<file path="src/rtl/axi_mem_bist.sv">
// AXI4 burst memory self-test master: writes an address-derived pattern over a DRAM region, then reads it back and compares.
// Latency: awvalid one cycle after start_i is seen; every handshake advances on the accepting edge, one transaction in flight.
// Backpressure: each valid holds with a stable payload until its ready; rready/bready are state-decoded, never gated by inputs.
module axi_mem_bist #(
    parameter int                      addr_width_p = 28,
    parameter int                      data_width_p = 64,
    parameter int                      id_width_p   = 4,
    parameter int                      burst_len_p  = 4,
    parameter int                      num_bursts_p = 256,
    parameter logic [addr_width_p-1:0] base_addr_p  = '0
) (
    input  logic                      clk_i,
    input  logic                      reset_n_i,
    input  logic                      start_i,

    output logic [id_width_p-1:0]     axi_awid_o,
    output logic [addr_width_p-1:0]   axi_awaddr_o,
    output logic [7:0]                axi_awlen_o,
    output logic [2:0]                axi_awsize_o,
    output logic [1:0]                axi_awburst_o,
    output logic [3:0]                axi_awcache_o,
    output logic [2:0]                axi_awprot_o,
    output logic                      axi_awlock_o,
    output logic                      axi_awvalid_o,
    input  logic                      axi_awready_i,

    output logic [data_width_p-1:0]   axi_wdata_o,
    output logic [data_width_p/8-1:0] axi_wstrb_o,
    output logic                      axi_wlast_o,
    output logic                      axi_wvalid_o,
    input  logic                      axi_wready_i,

    input  logic [id_width_p-1:0]     axi_bid_i,
    input  logic [1:0]                axi_bresp_i,
    input  logic                      axi_bvalid_i,
    output logic                      axi_bready_o,

    output logic [id_width_p-1:0]     axi_arid_o,
    output logic [addr_width_p-1:0]   axi_araddr_o,
    output logic [7:0]                axi_arlen_o,
    output logic [2:0]                axi_arsize_o,
    output logic [1:0]                axi_arburst_o,
    output logic [3:0]                axi_arcache_o,
    output logic [2:0]                axi_arprot_o,
    output logic                      axi_arlock_o,
    output logic                      axi_arvalid_o,
    input  logic                      axi_arready_i,

    input  logic [id_width_p-1:0]     axi_rid_i,
    input  logic [data_width_p-1:0]   axi_rdata_i,
    input  logic [1:0]                axi_rresp_i,
    input  logic                      axi_rlast_i,
    input  logic                      axi_rvalid_i,
    output logic                      axi_rready_o,

    output logic                      wr_error_o,
    output logic                      rd_error_o,
    output logic                      done_o,
    output logic [15:0]               mismatch_count_o
);

    localparam int beat_w_lp  = (burst_len_p > 1) ? $clog2(burst_len_p) : 1;
    localparam int burst_w_lp = (num_bursts_p > 1) ? $clog2(num_bursts_p) : 1;
    localparam logic [beat_w_lp-1:0]    last_beat_lp   = beat_w_lp'(burst_len_p - 1);
    localparam logic [burst_w_lp-1:0]   last_burst_lp  = burst_w_lp'(num_bursts_p - 1);
    localparam logic [addr_width_p-1:0] beat_bytes_lp  = addr_width_p'(8);
    localparam logic [addr_width_p-1:0] burst_bytes_lp = addr_width_p'(burst_len_p * 8);

    typedef enum logic [2:0] {IDLE, WADDR, WDATA, WRESP, RADDR, RDATA, DONE} state_t;

    state_t                    state;
    logic [burst_w_lp-1:0]     burst_cnt;
    logic [beat_w_lp-1:0]      beat_cnt;
    logic [addr_width_p-1:0]   burst_addr;
    logic [addr_width_p-1:0]   beat_addr;
    logic [data_width_p-1:0]   wdata_r;
    logic                      awvalid_r, wvalid_r, wlast_r, bready_r, arvalid_r, rready_r;
    logic                      overrun_r;
    logic                      wr_error_r, rd_error_r, done_r;
    logic [15:0]               mismatch_r;

    logic [data_width_p-1:0]   exp_data;
    logic [data_width_p-1:0]   first_data;
    logic                      last_beat;
    logic                      beat_bad;

    function automatic logic [data_width_p-1:0] beat_pattern(input logic [addr_width_p-1:0] a);
        logic [31:0] a32;
        a32 = 32'(a);
        return {a32, ~a32};
    endfunction

    always_comb begin
        exp_data   = beat_pattern(beat_addr);
        first_data = beat_pattern(burst_addr);
        last_beat  = (beat_cnt == last_beat_lp);
        // Once a burst has overrun its length, further beats are drained without judging them.
        beat_bad   = !overrun_r && ((axi_rdata_i != exp_data) || (axi_rresp_i != 2'b00) ||
                                    (axi_rlast_i != last_beat));
    end

    always_ff @(posedge clk_i) begin
        if (!reset_n_i) begin
            state      <= IDLE;
            burst_cnt  <= '0;
            beat_cnt   <= '0;
            burst_addr <= '0;
            beat_addr  <= '0;
            wdata_r    <= '0;
            awvalid_r  <= 1'b0;
            wvalid_r   <= 1'b0;
            wlast_r    <= 1'b0;
            bready_r   <= 1'b0;
            arvalid_r  <= 1'b0;
            rready_r   <= 1'b0;
            overrun_r  <= 1'b0;
            wr_error_r <= 1'b0;
            rd_error_r <= 1'b0;
            done_r     <= 1'b0;
            mismatch_r <= '0;
        end else begin
            case (state)
                IDLE: begin
                    if (start_i) begin
                        burst_cnt  <= '0;
                        burst_addr <= base_addr_p;
                        awvalid_r  <= 1'b1;
                        state      <= WADDR;
                    end
                end
                WADDR: begin
                    if (axi_awready_i) begin
                        awvalid_r <= 1'b0;
                        wvalid_r  <= 1'b1;
                        wdata_r   <= first_data;
                        wlast_r   <= (burst_len_p == 1);
                        beat_cnt  <= '0;
                        beat_addr <= burst_addr + beat_bytes_lp;
                        state     <= WDATA;
                    end
                end
                WDATA: begin
                    if (axi_wready_i) begin
                        if (wlast_r) begin
                            wvalid_r <= 1'b0;
                            wlast_r  <= 1'b0;
                            bready_r <= 1'b1;
                            state    <= WRESP;
                        end else begin
                            beat_cnt  <= beat_cnt + beat_w_lp'(1);
                            wdata_r   <= exp_data;
                            beat_addr <= beat_addr + beat_bytes_lp;
                            wlast_r   <= ((beat_cnt + beat_w_lp'(1)) == last_beat_lp);
                        end
                    end
                end
                WRESP: begin
                    if (axi_bvalid_i) begin
                        bready_r <= 1'b0;
                        if (axi_bresp_i != 2'b00) wr_error_r <= 1'b1;
                        if (burst_cnt == last_burst_lp) begin
                            burst_cnt  <= '0;
                            burst_addr <= base_addr_p;
                            arvalid_r  <= 1'b1;
                            state      <= RADDR;
                        end else begin
                            burst_cnt  <= burst_cnt + burst_w_lp'(1);
                            burst_addr <= burst_addr + burst_bytes_lp;
                            awvalid_r  <= 1'b1;
                            state      <= WADDR;
                        end
                    end
                end
                RADDR: begin
                    if (axi_arready_i) begin
                        arvalid_r <= 1'b0;
                        rready_r  <= 1'b1;
                        beat_cnt  <= '0;
                        beat_addr <= burst_addr;
                        overrun_r <= 1'b0;
                        state     <= RDATA;
                    end
                end
                RDATA: begin
                    if (axi_rvalid_i) begin
                        beat_cnt  <= beat_cnt + beat_w_lp'(1);
                        beat_addr <= beat_addr + beat_bytes_lp;
                        if (beat_bad) begin
                            rd_error_r <= 1'b1;
                            if (mismatch_r != 16'hFFFF) mismatch_r <= mismatch_r + 16'd1;
                        end
                        if (!overrun_r && last_beat && !axi_rlast_i) overrun_r <= 1'b1;
                        if (axi_rlast_i) begin
                            rready_r  <= 1'b0;
                            overrun_r <= 1'b0;
                            if (burst_cnt == last_burst_lp) begin
                                done_r <= 1'b1;
                                state  <= DONE;
                            end else begin
                                burst_cnt  <= burst_cnt + burst_w_lp'(1);
                                burst_addr <= burst_addr + burst_bytes_lp;
                                arvalid_r  <= 1'b1;
                                state      <= RADDR;
                            end
                        end
                    end
                end
                DONE: state <= DONE;
                default: state <= IDLE;
            endcase
        end
    end

    // Transaction IDs are never checked; only one transaction is ever outstanding.
    logic unused_ids;
    assign unused_ids = ^{axi_bid_i, axi_rid_i};

    assign axi_awid_o    = '0;
    assign axi_awaddr_o  = burst_addr;
    assign axi_awlen_o   = 8'(burst_len_p - 1);
    assign axi_awsize_o  = 3'b011;
    assign axi_awburst_o = 2'b01;
    assign axi_awcache_o = 4'b0011;
    assign axi_awprot_o  = 3'b000;
    assign axi_awlock_o  = 1'b0;
    assign axi_awvalid_o = awvalid_r;

    assign axi_wdata_o   = wdata_r;
    assign axi_wstrb_o   = '1;
    assign axi_wlast_o   = wlast_r;
    assign axi_wvalid_o  = wvalid_r;
    assign axi_bready_o  = bready_r;

    assign axi_arid_o    = '0;
    assign axi_araddr_o  = burst_addr;
    assign axi_arlen_o   = 8'(burst_len_p - 1);
    assign axi_arsize_o  = 3'b011;
    assign axi_arburst_o = 2'b01;
    assign axi_arcache_o = 4'b0011;
    assign axi_arprot_o  = 3'b000;
    assign axi_arlock_o  = 1'b0;
    assign axi_arvalid_o = arvalid_r;
    assign axi_rready_o  = rready_r;

    assign wr_error_o       = wr_error_r;
    assign rd_error_o       = rd_error_r;
    assign done_o           = done_r;
    assign mismatch_count_o = mismatch_r;

endmodule

</file>
<file path="config.mk">
export PLATFORM = sky130hd
export DESIGN_NAME = axi_mem_bist
export DESIGN_NICKNAME = d
export VERILOG_FILES = /design/src/rtl/axi_mem_bist.sv
export SDC_FILE = /design/constraint.sdc
export NUM_CORES = 1
export LEC_CHECK = 0
export ABC_AREA = 1
export BUFFER_PORTS_ARGS = -buffer_cell sky130_fd_sc_hd__clkbuf_2
export CORE_ASPECT_RATIO = 0.75
export CORE_MARGIN = 1.5
export CORE_UTILIZATION = 56
export DETAILED_ROUTE_END_ITERATION = 8
export GPL_TIMING_DRIVEN = 0
export PLACE_DENSITY = 0.87
export SETUP_SLACK_MARGIN = 0.5
export SYNTH_ARGS = -nofsm -noshare
export SYNTH_HDL_FRONTEND = slang
export SYNTH_SLANG_ARGS = --single-unit
</file>
<file path="constraint.sdc">
create_clock -name clk_i -period 3.3 [get_ports clk_i]
set_input_delay 0.165 -clock clk_i [delete_from_list [all_inputs] [get_ports clk_i]]
set_output_delay 0.165 -clock clk_i [all_outputs]
set_load 0.1 [all_outputs]
</file>
* After elaboration in Yosys (flattened, before gate mapping) *
Cells that the tools add are included.

word-level totals
  bits in registers = 159
  bits in latches = 0
  RAM bits = 0
  memory bits (read-only) = 0
  input bits = 85
  output and inout port bits = 203
  word-level logic and storage cells = 153
  memories kept = 0

cells by class
  add/subtract/negate cells = 6
  $mul = 0
  divide/modulo/power cells = 0
  magnitude comparators = 0
  equality and inequality tests = 25
  shift operators = 0
  mux-type cells = 71
  bitwise operators = 2
  reduce and logical (&&, ||, !) cells = 32

operators by type and width
  kind                     number
  $mux W28                 11
  $mux W64                 3
  $pmux W64 S2             1
  $pmux W28 S4             1
  $pmux W28 S3             1
  $ne A64 B60 Y1           1
  $not A28 Y32             2
  $add A28 B4 Y28 const B  2
  $mux W8                  6
  $add A28 B6 Y28 const B  1
  $reduce_and A4 Y1        7
  $mux W3                  9
  $ne A2 B2 Y1 const B     12
  $pmux W8 S3              1
  $mux W1                  23
  $pmux W3 S7              1
  $add A16 B1 Y16 const B  1
  $ne A16 B16 Y1 const B   1
  $mux W2                  6
  $reduce_and A6 Y1        2
  $pmux W1 S2              5
  $reduce_bool A2 Y1       5
  $eq A3 B3 Y1 const B     3
  $reduce_and A3 Y1        3
  other kinds (19)         28

* Logic depth before layout (Yosys ltp) *
  word-level depth = 7
  depth in mapped cells = 16
  gate-level depth less buffers = 15

* Worst setup path before layout *
OpenSTA, ideal clock, no wires.

  path type = register to register
  from = reg mismatch_r[3] (netlist: mismatch_count_o[3])
  to = reg mismatch_r[2] (netlist: mismatch_count_o[2])
  data arrival time = 2574 ps
  required time = 3230 ps
  path slack = 656 ps
  stages on the path, launching flop included = 12
  path buffers = 1
  period minus slack after synthesis = 2644 ps
  path through = dfxtp_1 -> nand2_1 -> nor2_1 -> nand3_1 -> inv_1 -> nand2_1 -> nor2_1 -> nand4_1 -> nand3_2 -> buf_2 -> nand2_1 -> a21oi_1

on the way
  longest elaborated chain between the ends = 2

RTL lines
  item                         line  source
  from (decl)                  80    logic [15:0] mismatch_r;
  from (signal assigned)       190   if (mismatch_r != 16'hFFFF) mismatch_r <= mismatch_r + 16'd1;
  $ne A16 B16 Y1               190
  $reduce_and A4 Y1 (no line)  --

Every way passes these cells.
A chain may end at the register's enable or synchronous reset.

* Worst setup path in the final report *
  from = reg state[2]
  to = reg beat_addr[17]

on the way
  longest elaborated chain between the ends = 3

RTL lines
  item                                                          line  source
  from (decl)                                                   71    state_t state;
  from (signal assigned)                                        104   state <= IDLE;
  from (signal assigned)                                        128   state <= WADDR;
  from (signal assigned)                                        139   state <= WDATA;
  $eq A3 B3 Y1, or another cell as far along                    122   case (state)
  $reduce_bool A4 Y1 (no line) or $ne A2 B2 Y1 (tied branches)  --
  $reduce_and A6 Y1 (no line)                                   --
  to (signal assigned)                                          138   beat_addr <= burst_addr + beat_bytes_lp;
  to (signal assigned)                                          152   beat_addr <= beat_addr + beat_bytes_lp;
  to (signal assigned)                                          179   beat_addr <= burst_addr;
  to (decl)                                                     75    logic [addr_width_p-1:0] beat_addr;

Several ways; a longest one is shown, not always the timed one.

==> run_results.csv <==
group,metric,value,unit
routing,wl_per_cell,18.6,microns
placed_design,numPortBuffers,207,
floorplanning,design.die.area,0.0171,sq mm
floorplanning,boundaryPins,288,
clock_tree,cts_buffers,17,
routing,vias,10738,
clock_tree,root_buffer,"clkbuf_16",
placed_design,globalplace.congestion,1.05,
timing,rsz0062_at_grt,"no",
synthesis,async_flop_share,0,
floorplanning,fp-row-count,40,
timing,max_clock_freq,376,MHz
synthesis,synth_ff_type,"dfxtp_1",
global_route,grt_pass1_wl,52600,microns
critical_path,crit_path_max_fanout,10,
power_and_ir_drop,switching_share,0.558,
synthesis,yosysWarnings,0,
power_and_ir_drop,internal_power,4.13,mW
synthesis,netlist.area_leader.share,0.309,
timing,maxSlewViolCount,0,
finish,fillers,1409,
global_route,grt_max_degree,17,
synthesis,seq_area_frac_synth,0.309,
finish,nets,1784,
timing,hold_ws,0.0444,ns
routing,ant_nets,0,
finish,syn_to_final_growth,23.5,%
timing,post-route-period-util,0.806,
synthesis,synth_commonest_cells,"nand2_1 (295), nor2_1 (192), dfxtp_1 (141)",
floorplanning,initial_core_util,0.572,
critical_path,start_kind,"register",
synthesis,yosys.area.top_type,"dfxtp_1",
status,status,"finished clean",
routing,drtPass1Iterations,6,
power_and_ir_drop,power_frac_seq,0.254,
synthesis,avgSynthCellArea,6.54,sq um
synthesis,syn-cell-area,0.00913,sq mm
power_and_ir_drop,combPwrFrac,0.541,
timing,setup_viol,0,
floorplanning,die_h,114,microns
critical_path,timing.setup.critical_path_class,"register to register",
synthesis,yosysUniqueCellTypes,48,
clock_tree,cts_num_sinks,141,
finish,num_antenna_cells,0,
run,cap_violations,0,
routing,finalWirelength,35600,microns
critical_path,worstPathRequired,3.62,ns
routing,vias_per_cell,5.60,
synthesis,ys_top_cells_by_area,"dfxtp_1 (31%), nand2_1 (12%), buf_4 (8.8%), nor2_1 (7.9%), a21oi_1 (6.2%)",
placed_design,placed_area,0.0107,sq mm
global_route,grt.overflow.total,0,
clock_tree,clock_latency,0.44,ns
critical_path,cp_data_arrival_time,2.98,ns
floorplanning,die_w,150,microns
critical_path,crit_path_end_kind,"register",
clock_tree,clk_pin_slew_worst_paths,0.06,ns
timing,hold_violations,0,
routing,dr.first_iter.drc_count,1200,
power_and_ir_drop,power_density,829,mW/mm^2
timing,worstMarginPinSlew,0.814,ns
clock_tree,tritoncts,"built",
placed_design,hpwl,27200,microns
synthesis,netlist_instances,1397,
finish,drive_above_1_share,0.244,
floorplanning,core_area,0.0160,sq mm
synthesis,synth_edf_count,0,
clock_tree,post_cts_resize_count,0,
clock_tree,cts.path.max_buffers,2,
global_route,antenna_found_initial,0,
global_route,grt.total_usage,0.407,
synthesis,yosysMostFrequentCell,"nand2_1",
timing,skew,0.00829,ns
routing,drc,0,
timing,slew_headroom,0.458,
global_route,grt_pass1_vias,9572,
timing,fin_crit,2.66,ns
clock_tree,cts_setup_buffers,0,
synthesis,synth_seq_cells,141,
power_and_ir_drop,ir_drop,0.000908,V
power_and_ir_drop,p_clk_frac,0.206,
timing,fin_setup_tns,0,ns
clock_tree,holdBufCountCts,0,
power_and_ir_drop,p_leak,5.33,nW
power_and_ir_drop,p_switching,5.22,mW
finish,design_area,0.0113,sq mm
clock_tree,htree_levels,4,
worst_hold_path,hold_path_class,"primary input to register",
==> per-stage QoR <==
step / util / power, mW / instances / worst slack (ns)
6_report: 0.706 / 9.35 / 1916 / 0.639
5_1_grt: 0.706 / 9.65 / 1916 / 0.506
4_1_cts: 0.706 / 9.21 / 1916 / 0.702
3_5_place_dp: 0.670 / 7.30 / 1884 / 0.725
3_3_place_gp: 0.670 / 7.25 / 1884 / 0.747
2_1_floorplan: - / 6.23 / 1467 / 0.656
==> final cells by class <==
| class | instances | area [sq um] | area share |
|---|---|---|---|
| multi-input combinational | 1046 | 5080 | 0.450 |
| sequential | 141 | 2820 | 0.250 |
| buffer | 157 | 1040 | 0.0922 |
| timing repair buffer | 207 | 1040 | 0.0919 |
| inverter | 123 | 462 | 0.0409 |
| clock buffer | 19 | 433 | 0.0384 |
| tap | 210 | 263 | 0.0233 |
| clock inverter | 13 | 141 | 0.0125 |
==> layer usage <==
layer	global-route usage	part of all wire	vias to the layer above
li1	-	-	4999
met1	0.545	0.40	4926
met2	0.617	0.43	712
met3	0.101	0.13	101
met4	0.184	0.039	0
met5	0	0	-
==> power by group through the flow <==
stage / sequential [mW] / combinational, mW / clock (mW)
after global placement: 2.37 / 4.88 / 0
after detailed placement: 2.38 / 4.93 / 0
after global routing: 2.39 / 5.28 / 1.98
after floorplan: 3.79 / 2.44 / 0
after CTS: 2.34 / 4.96 / 1.91
final: 2.37 / 5.06 / 1.92
==> logic make-up (layout without fill, tap and decap cells) <==
group                      Yosys count  after routing  synth area share
and+or+nand+nor                    687            687             0.331
buffers and inverters              280            519             0.164
AOI/OAI and AO/OA                  246            246             0.153
DFF                                141            141             0.309
xor gates and xnor gates            35             35            0.0336
adders and majority gates            6              6           0.00822
other                                2             72          0.000823
==> registers in the layout, summed over array words and instances, names as in the netlist <==
signal            cells
axi_wdata_o          53
beat_addr            26
axi_araddr_o         23
mismatch_count_o     16
burst_cnt             8
state                 3
beat_cnt              2
axi_arvalid_o         1
axi_awvalid_o         1
axi_bready_o          1
axi_rready_o          1
axi_wlast_o           1
axi_wvalid_o          1
done_o                1
overrun_r             1
rd_error_o            1
wr_error_o            1
==> critical path, stage by stage (launching register included) <==
cell	delay, ns
dfxtp_1	0.53
nand3_4	0.25
nand2_4	0.18
inv_2	0.07
nor2_2	0.14
ha_1	0.32
nand2_1	0.15
nor2_1	0.11
nand2_1	0.12
nor2_1	0.25
nand2_1	0.13
o211ai_1	0.19
a21oi_1	0.11
==> layout by cell type, fill, tap and decap left out, types with 4 or more instances in the layout <==
cell | Yosys | routed
a211oi_1 | 23 | 23
a21oi_1 | 114 | 114
a22oi_1 | 4 | 4
a31oi_1 | 4 | 4
buf_2 | 20 | 20
buf_4 | 107 | 107
clkbuf_1 | 26 | 27
clkbuf_16 | 0 | 17
clkbuf_2 | 0 | 208
conb_1 | 2 | 72
dfxtp_1 | 141 | 141
ha_1 | 6 | 6
inv_1 | 112 | 112
inv_2 | 11 | 11
nand2_1 | 295 | 294
nand2_2 | 7 | 8
nand3_1 | 96 | 96
nand3b_1 | 10 | 10
nand4_1 | 31 | 31
nor2_1 | 192 | 192
nor2_2 | 6 | 6
nor2_4 | 6 | 6
nor3_1 | 25 | 25
nor4_1 | 4 | 4
o2111ai_1 | 4 | 4
o21a_1 | 4 | 4
o21ai_0 | 67 | 67
o21ai_1 | 5 | 5
o22ai_1 | 5 | 5
or2_2 | 5 | 5
xnor2_1 | 11 | 11
xor2_1 | 24 | 24
==> final timing paths <==
| path | startpoint | slack, ns | end | depth (start not counted) |
|---|---|---|---|---|
| hold / removal | axi_rlast_i | 0.04 | done_o | 3 |
| hold reg to reg | axi_bready_o | 0.46 | axi_bready_o | 2 |
| setup / recovery | state[2] | 0.64 | beat_addr[17] | 12 |
| setup reg to reg | state[2] | 0.64 | beat_addr[17] | 12 |
No activity file was read; power rests on OpenSTA's default activity.
